==> config.mk <==
export PLATFORM = sky130hd
export DESIGN_NAME = axi_lite_master_bridge
export DESIGN_NICKNAME = d
export VERILOG_FILES = /design/src/rtl/axi_lite_pkg.sv /design/src/rtl/axi_lite_master_bridge.sv
export SDC_FILE = /design/constraint.sdc
export NUM_CORES = 1
export LEC_CHECK = 0
export CAP_MARGIN = 40
export CORE_ASPECT_RATIO = 1.25
export CORE_UTILIZATION = 35
export CTS_CLUSTER_DIAMETER = 60
export DETAILED_ROUTE_END_ITERATION = 7
export PLACE_DENSITY = 0.79
export SLEW_MARGIN = 25
export SYNTH_ARGS = -nofsm -noshare
export SYNTH_HDL_FRONTEND = slang
export SYNTH_SLANG_ARGS = --single-unit
export TNS_END_PERCENT = 30
==> constraint.sdc <==
create_clock -name m_axi_aclk -period 2.05 [get_ports m_axi_aclk]
set_input_delay 0.205 -clock m_axi_aclk [delete_from_list [all_inputs] [get_ports m_axi_aclk]]
set_output_delay 0.205 -clock m_axi_aclk [all_outputs]
set_load 0.02 [all_outputs]
==> src/rtl/axi_lite_pkg.sv <==
// Shared AXI4-Lite types: response codes and the master bridge state encoding.
package axi_lite_pkg;

  typedef enum logic [1:0] {
    OKAY   = 2'b00,
    EXOKAY = 2'b01,
    SLVERR = 2'b10,
    DECERR = 2'b11
  } axi_resp_t;

  typedef enum logic [2:0] {
    ST_IDLE    = 3'd0,
    ST_WR_REQ  = 3'd1,
    ST_WR_RESP = 3'd2,
    ST_RD_REQ  = 3'd3,
    ST_RD_DATA = 3'd4,
    ST_RSP     = 3'd5
  } axi_mst_state_t;

endpackage

==> src/rtl/axi_lite_master_bridge.sv <==
// Single-outstanding command/response port to AXI4-Lite master bridge.
// One transaction in flight; misaligned commands are answered locally with SLVERR.
module axi_lite_master_bridge
  import axi_lite_pkg::*;
#(
  parameter int          C_M_AXI_ADDR_WIDTH = 32,
  parameter int          C_M_AXI_DATA_WIDTH = 32,
  parameter logic [2:0]  AXI_PROT           = 3'b000
) (
  input  logic                              m_axi_aclk,
  input  logic                              m_axi_aresetn,
  input  logic                              cmd_valid,
  output logic                              cmd_ready,
  input  logic                              cmd_write,
  input  logic [C_M_AXI_ADDR_WIDTH-1:0]     cmd_addr,
  input  logic [C_M_AXI_DATA_WIDTH-1:0]     cmd_wdata,
  input  logic [C_M_AXI_DATA_WIDTH/8-1:0]   cmd_wstrb,
  output logic                              rsp_valid,
  input  logic                              rsp_ready,
  output logic [C_M_AXI_DATA_WIDTH-1:0]     rsp_rdata,
  output logic [1:0]                        rsp_resp,
  output logic [C_M_AXI_ADDR_WIDTH-1:0]     m_axi_awaddr,
  output logic [2:0]                        m_axi_awprot,
  output logic                              m_axi_awvalid,
  input  logic                              m_axi_awready,
  output logic [C_M_AXI_DATA_WIDTH-1:0]     m_axi_wdata,
  output logic [C_M_AXI_DATA_WIDTH/8-1:0]   m_axi_wstrb,
  output logic                              m_axi_wvalid,
  input  logic                              m_axi_wready,
  input  logic [1:0]                        m_axi_bresp,
  input  logic                              m_axi_bvalid,
  output logic                              m_axi_bready,
  output logic [C_M_AXI_ADDR_WIDTH-1:0]     m_axi_araddr,
  output logic [2:0]                        m_axi_arprot,
  output logic                              m_axi_arvalid,
  input  logic                              m_axi_arready,
  input  logic [C_M_AXI_DATA_WIDTH-1:0]     m_axi_rdata,
  input  logic [1:0]                        m_axi_rresp,
  input  logic                              m_axi_rvalid,
  output logic                              m_axi_rready
);

  localparam int AW = C_M_AXI_ADDR_WIDTH;
  localparam int DW = C_M_AXI_DATA_WIDTH;
  localparam int SW = C_M_AXI_DATA_WIDTH / 8;

  axi_mst_state_t state_q, state_d;
  logic           cmd_ready_q, cmd_ready_d;
  logic           awvalid_q, awvalid_d;
  logic           wvalid_q, wvalid_d;
  logic           arvalid_q, arvalid_d;
  logic           aw_done_q, aw_done_d;
  logic           w_done_q, w_done_d;
  logic [AW-1:0]  addr_q, addr_d;
  logic [DW-1:0]  wdata_q, wdata_d;
  logic [SW-1:0]  wstrb_q, wstrb_d;
  logic [DW-1:0]  rdata_q, rdata_d;
  axi_resp_t      resp_q, resp_d;
  logic           aw_hs, w_hs;

  assign aw_hs = awvalid_q && m_axi_awready;
  assign w_hs  = wvalid_q && m_axi_wready;

  always_comb begin
    state_d   = state_q;
    awvalid_d = awvalid_q;
    wvalid_d  = wvalid_q;
    arvalid_d = arvalid_q;
    aw_done_d = aw_done_q;
    w_done_d  = w_done_q;
    addr_d    = addr_q;
    wdata_d   = wdata_q;
    wstrb_d   = wstrb_q;
    rdata_d   = rdata_q;
    resp_d    = resp_q;
    case (state_q)
      ST_IDLE: begin
        if (cmd_valid && cmd_ready_q) begin
          addr_d  = cmd_addr;
          wdata_d = cmd_wdata;
          wstrb_d = cmd_wstrb;
          rdata_d = '0;
          resp_d  = OKAY;
          if (cmd_addr[1:0] != 2'b00) begin
            resp_d  = SLVERR;
            state_d = ST_RSP;
          end else if (cmd_write) begin
            awvalid_d = 1'b1;
            wvalid_d  = 1'b1;
            aw_done_d = 1'b0;
            w_done_d  = 1'b0;
            state_d   = ST_WR_REQ;
          end else begin
            arvalid_d = 1'b1;
            state_d   = ST_RD_REQ;
          end
        end
      end
      ST_WR_REQ: begin
        // AW and W complete independently; move on once both have handshaked.
        if (aw_hs) begin
          awvalid_d = 1'b0;
          aw_done_d = 1'b1;
        end
        if (w_hs) begin
          wvalid_d = 1'b0;
          w_done_d = 1'b1;
        end
        if ((aw_done_q || aw_hs) && (w_done_q || w_hs)) begin
          state_d = ST_WR_RESP;
        end
      end
      ST_WR_RESP: begin
        if (m_axi_bvalid) begin
          resp_d  = axi_resp_t'(m_axi_bresp);
          rdata_d = '0;
          state_d = ST_RSP;
        end
      end
      ST_RD_REQ: begin
        if (m_axi_arready) begin
          arvalid_d = 1'b0;
          state_d   = ST_RD_DATA;
        end
      end
      ST_RD_DATA: begin
        if (m_axi_rvalid) begin
          rdata_d = m_axi_rdata;
          resp_d  = axi_resp_t'(m_axi_rresp);
          state_d = ST_RSP;
        end
      end
      ST_RSP: begin
        if (rsp_ready) begin
          state_d = ST_IDLE;
        end
      end
      default: state_d = ST_IDLE;
    endcase
    // Registered so cmd_ready reads 0 while reset is held and rises one edge after release.
    cmd_ready_d = (state_d == ST_IDLE);
  end

  always_ff @(posedge m_axi_aclk or negedge m_axi_aresetn) begin
    if (!m_axi_aresetn) begin
      state_q     <= ST_IDLE;
      cmd_ready_q <= 1'b0;
      awvalid_q   <= 1'b0;
      wvalid_q    <= 1'b0;
      arvalid_q   <= 1'b0;
      aw_done_q   <= 1'b0;
      w_done_q    <= 1'b0;
      addr_q      <= '0;
      wdata_q     <= '0;
      wstrb_q     <= '0;
      rdata_q     <= '0;
      resp_q      <= OKAY;
    end else begin
      state_q     <= state_d;
      cmd_ready_q <= cmd_ready_d;
      awvalid_q   <= awvalid_d;
      wvalid_q    <= wvalid_d;
      arvalid_q   <= arvalid_d;
      aw_done_q   <= aw_done_d;
      w_done_q    <= w_done_d;
      addr_q      <= addr_d;
      wdata_q     <= wdata_d;
      wstrb_q     <= wstrb_d;
      rdata_q     <= rdata_d;
      resp_q      <= resp_d;
    end
  end

  assign cmd_ready     = cmd_ready_q;
  assign rsp_valid     = (state_q == ST_RSP);
  assign rsp_rdata     = rdata_q;
  assign rsp_resp      = resp_q;
  assign m_axi_awaddr  = addr_q;
  assign m_axi_awprot  = AXI_PROT;
  assign m_axi_awvalid = awvalid_q;
  assign m_axi_wdata   = wdata_q;
  assign m_axi_wstrb   = wstrb_q;
  assign m_axi_wvalid  = wvalid_q;
  assign m_axi_bready  = (state_q == ST_WR_RESP);
  assign m_axi_araddr  = addr_q;
  assign m_axi_arprot  = AXI_PROT;
  assign m_axi_arvalid = arvalid_q;
  assign m_axi_rready  = (state_q == ST_RD_DATA);

endmodule

==> insert_results.sql <==
INSERT INTO impl_metrics (metric_group, metric, value, unit) VALUES
('outcome', 'run_status', 'finished, final reports clean', ''),
('global_route', 'gr-usage-all-layers', '19.76', '%'),
('hold_path', 'min_path_type', 'input pin to asynchronous set/reset pin', ''),
('setup_path', 'worst_setup_path_start_kind', 'register', ''),
('layout', 'finalNonFillerCells', '855', ''),
('pwr', 'sw_frac_of_total', '39.54', '%'),
('floorplan', 'die_w', '104.3', 'um'),
('drt', 'drt_drc_violations_left', '0', ''),
('layout', 'layout.cells.most_common_list', 'sky130_fd_sc_hd__clkdlybuf4s50_1, sky130_fd_sc_hd__nand2_1, sky130_fd_sc_hd__dfrtp_1, sky130_fd_sc_hd__a22o_1, sky130_fd_sc_hd__buf_4', ''),
('pwr', 'clock_power_share', '16.3', '%'),
('setup_path', 'cp_data_arrival_time', '1.71', 'ns'),
('job', 'max_cap_violations', '0', ''),
('yosys', 'synth-warning-count', '0', ''),
('yosys', 'synth.avg_cell_area', '9.891', 'sq um'),
('cts', 'cts_inserted_buffers', '9', ''),
('timing', 'report.final.slew_viol_count', '0', ''),
('timing', 'grt_setup_unrepaired', 'no', ''),
('placement', 'dp_hpwl', '9964', 'um'),
('yosys', 'synth-edff-count', '0', ''),
('drt', 'route.detailed.wl_per_inst', '15.50', 'um'),
('cts', 'clock_latency', '0.35', 'ns'),
('yosys', 'synth_seq_cells', '111', ''),
('yosys', 'synthArstFlopShare', '100.0', '%'),
('global_route', 'gr-total-overflow', '0', ''),
('timing', 'timing.fmax', '523.4', 'MHz'),
('timing', 'final-hold-violation-count', '0', ''),
('layout', 'syn_to_final_growth', '60.77', '%'),
('layout', 'n_antenna_cell', '0', ''),
('setup_path', 'setup.worst_path.end_class', 'primary output', ''),
('layout', 'fillerInstances', '1077', ''),
('setup_path', 'critical_path_class', 'register to primary output', ''),
('global_route', 'grt_first_pass_wirelength', '20970', 'um'),
('pwr', 'p_leak', '3.459', 'nW'),
('pwr', 'cell_internal_pwr', '6.760', 'mW'),
('drt', 'final_antenna_net_count', '0', ''),
('cts', 'cts.htree.levels', '3', ''),
('yosys', 'top_ff_cell_synth', 'sky130_fd_sc_hd__dfrtp_1', ''),
('timing', 'report.final.setup_viol', '0', ''),
('yosys', 'synth_cell_types', '38', ''),
('floorplan', 'initial_core_util', '36.00', '%'),
('cts', 'tritoncts', 'yes', ''),
('placement', 'gp_congestion', '0.8887', ''),
('drt', 'avgViaCountPerCell', '4.676', ''),
('cts', 'clkTransAtPathRegs', '0.08', 'ns'),
('floorplan', 'design.portCount', '261', ''),
('cts', 'cts.sinks', '111', ''),
('yosys', 'netlist_area', '4579', 'sq um'),
('floorplan', 'core_area', '12720', 'sq um'),
('floorplan', 'die_height', '129.9', 'um'),
('drt', 'drt_first_iter_violations', '171', ''),
('pwr', 'power_frac_seq', '33.2', '%'),
('drt', 'detail_route.wirelength', '13250', 'um'),
('pwr', 'total_switching_power', '4.421', 'mW'),
('pwr', 'p_per_area', '1519', 'nW/um^2'),
('placement', 'place_inst', '838', ''),
('placement', 'port_buffers', '254', ''),
('drt', 'routed-via-count', '3998', ''),
('setup_path', 'cp.required', '1.85', 'ns'),
('timing', 'layout_min_cycle_time', '1.911', 'ns'),
('cts', 'cts.root.buffer_cell', 'sky130_fd_sc_hd__clkbuf_16', ''),
('cts', 'clockBufferDepth', '2', ''),
('layout', 'layout_commonest_cell', 'sky130_fd_sc_hd__clkdlybuf4s50_1', ''),
('layout', 'num-nets-final', '796', ''),
('yosys', 'syn_inst', '463', ''),
('global_route', 'vias_in_the_first_global_route', '4067', ''),
('global_route', 'initial_antenna_violation_count', '0', ''),
('setup_path', 'worstPathMaxFanout', '8', ''),
('drt', 'detail_route.first_pass.iterations', '4', ''),
('timing', 'timing.setup.tns', '0', 'ns'),
('yosys', 'sequential_to_total_area_share_from_yosys_stat', '60.66', '%'),
('timing', 'final.setup_skew', '0.01282', 'ns'),
('floorplan', 'fp.dieArea', '13550', 'sq um'),
('layout', 'layout-drive-gt1-share', '4.803', '%'),
('floorplan', 'core.rowCount', '46', ''),
('timing', 'fin_crit_sh', '93.20', '%'),
('pwr', 'vdd_drop_max', '610.5', 'uV'),
('global_route', 'pin_count_of_the_biggest_net_entering_global_routing', '63', ''),
('pwr', 'share_comb_of_total_power', '50.5', '%');
-- power groups by stage --
stage	sequential [mW]	clock [mW]	combinational, mW
finish	3.71	1.83	5.64
global route	3.83	1.97	6.03
CTS	3.72	1.88	5.70
detailed placement	3.75	0	5.68
global placement	3.70	0	5.55
floorplan	4.65	0	2.19
-- area by class of cell --
cell class | instances | area [sq um] | area share, %
flip-flops and latches | 111 | 2779 | 37.75
repair buffers | 266 | 2646 | 35.94
multi-input cells | 293 | 1411 | 19.17
clock buffers | 9 | 225.2 | 3.059
well taps | 168 | 210.2 | 2.855
clock inverters | 7 | 86.33 | 1.173
inverters | 1 | 3.754 | 0.05099
-- per-layer routing --
metal | GRT usage (%) | vias to the layer above | part of all wire, %
li1 | - | 1883 | -
met3 | 5.195 | 25 | 6.7
met2 | 34.98 | 178 | 52
met1 | 22.69 | 1912 | 39
met4 | 8.487 | 0 | 2.5
met5 | 0 | - | 0
-- state kept, by name, summed over array words and instances, names as in the netlist --
name	count
aw_done_q	1
cmd_ready	1
m_axi_araddr	32
m_axi_arvalid	1
m_axi_awvalid	1
m_axi_wdata	32
m_axi_wstrb	4
m_axi_wvalid	1
rsp_rdata	32
rsp_resp	2
state_q	3
w_done_q	1
-- worst paths after layout --
kind	start	endpoint	slack (ns)	cells after the start
min	m_axi_aresetn	rsp_rdata[26]$_DFFE_PN0P_	0.31	2
max in group asynchronous	m_axi_aresetn	m_axi_wdata[27]$_DFFE_PN0P_	1.07	3
min in group m_axi_aclk	cmd_wdata[5]	m_axi_wdata[5]$_DFFE_PN0P_	0.38	3
max reg2reg	state_q[1]$_DFF_PN0_	m_axi_arvalid$_DFFE_PN0P_	0.38	5
min reg2reg	m_axi_wdata[20]$_DFFE_PN0P_	m_axi_wdata[20]$_DFFE_PN0P_	0.48	2
max	state_q[1]$_DFF_PN0_	rsp_valid	0.14	3
-- cell usage after synthesis, types with 2 or more instances --
| master | number | area (sq um) |
|---|---|---|
| sky130_fd_sc_hd__nand2b_1 | 2 | 12.51 |
| sky130_fd_sc_hd__o21ai_0 | 5 | 25.02 |
| sky130_fd_sc_hd__buf_2 | 4 | 20.02 |
| sky130_fd_sc_hd__and3_1 | 2 | 12.51 |
| sky130_fd_sc_hd__a2bb2oi_1 | 2 | 17.52 |
| sky130_fd_sc_hd__nand2_1 | 209 | 784.5 |
| sky130_fd_sc_hd__mux2_1 | 2 | 22.52 |
| sky130_fd_sc_hd__a22o_1 | 32 | 280.3 |
| sky130_fd_sc_hd__buf_1 | 7 | 26.28 |
| sky130_fd_sc_hd__nand3_1 | 2 | 10.01 |
| sky130_fd_sc_hd__nor2_1 | 4 | 15.01 |
| sky130_fd_sc_hd__a21oi_1 | 3 | 15.01 |
| sky130_fd_sc_hd__clkbuf_1 | 11 | 41.29 |
| sky130_fd_sc_hd__a32o_1 | 2 | 20.02 |
| sky130_fd_sc_hd__buf_6 | 3 | 33.78 |
| sky130_fd_sc_hd__buf_4 | 38 | 285.3 |
| sky130_fd_sc_hd__dfrtp_1 | 111 | 2778 |
| sky130_fd_sc_hd__and2_1 | 2 | 12.51 |
| sky130_fd_sc_hd__nand3b_1 | 3 | 22.52 |
-- critical path, stage by stage (launching register included) --
cell	delay, ns
sky130_fd_sc_hd__dfrtp_1	0.47
sky130_fd_sc_hd__nand3b_1	0.22
sky130_fd_sc_hd__inv_1	0.07
sky130_fd_sc_hd__clkdlybuf4s50_1	0.61
-- kinds of logic (layout without fill, tap and decap cells) --
kind of cell / after synthesis / in the layout / share of synthesized area (%)
DFF: 111 / 111 / 60.66
muxes: 2 / 2 / 0.4918
other: 1 / 6 / 0.08189
and+or+nand+nor: 235 / 235 / 20.98
buffers and inverters: 64 / 283 / 8.962
AOI/OAI and AO/OA: 50 / 50 / 8.825
-- metrics by stage --
step | power [mW] | util (%) | hold WS, ns | setup slack (ns) | cell area (sq um)
after CTS | 11.31 | 57.85 | 0.3070 | 0.05702 | 7358
final | 11.18 | 57.88 | 0.3075 | 0.1394 | 7362
after detailed placement | 9.433 | 55.33 | 0.1374 | 0.3494 | 7038
after global placement | 9.253 | 55.33 | 0.1346 | 0.3303 | 7038
after global routing | 11.82 | 57.88 | 0.3297 | 0.06957 | 7362
after floorplan | 6.839 | - | -0.09059 | 0.3253 | 4598
-- repair_timing --
| item | CTS | global route |
|---|---|---|
| resized for setup | 1 | 2 |
| hold endpoints to repair | 25 | 0 |
| buffers inserted | 0 | 0 |
| setup endpoints to repair | 1 | 2 |
| hold buffers | 1 | 0 |
No activity file was read; power rests on OpenSTA's default activity.
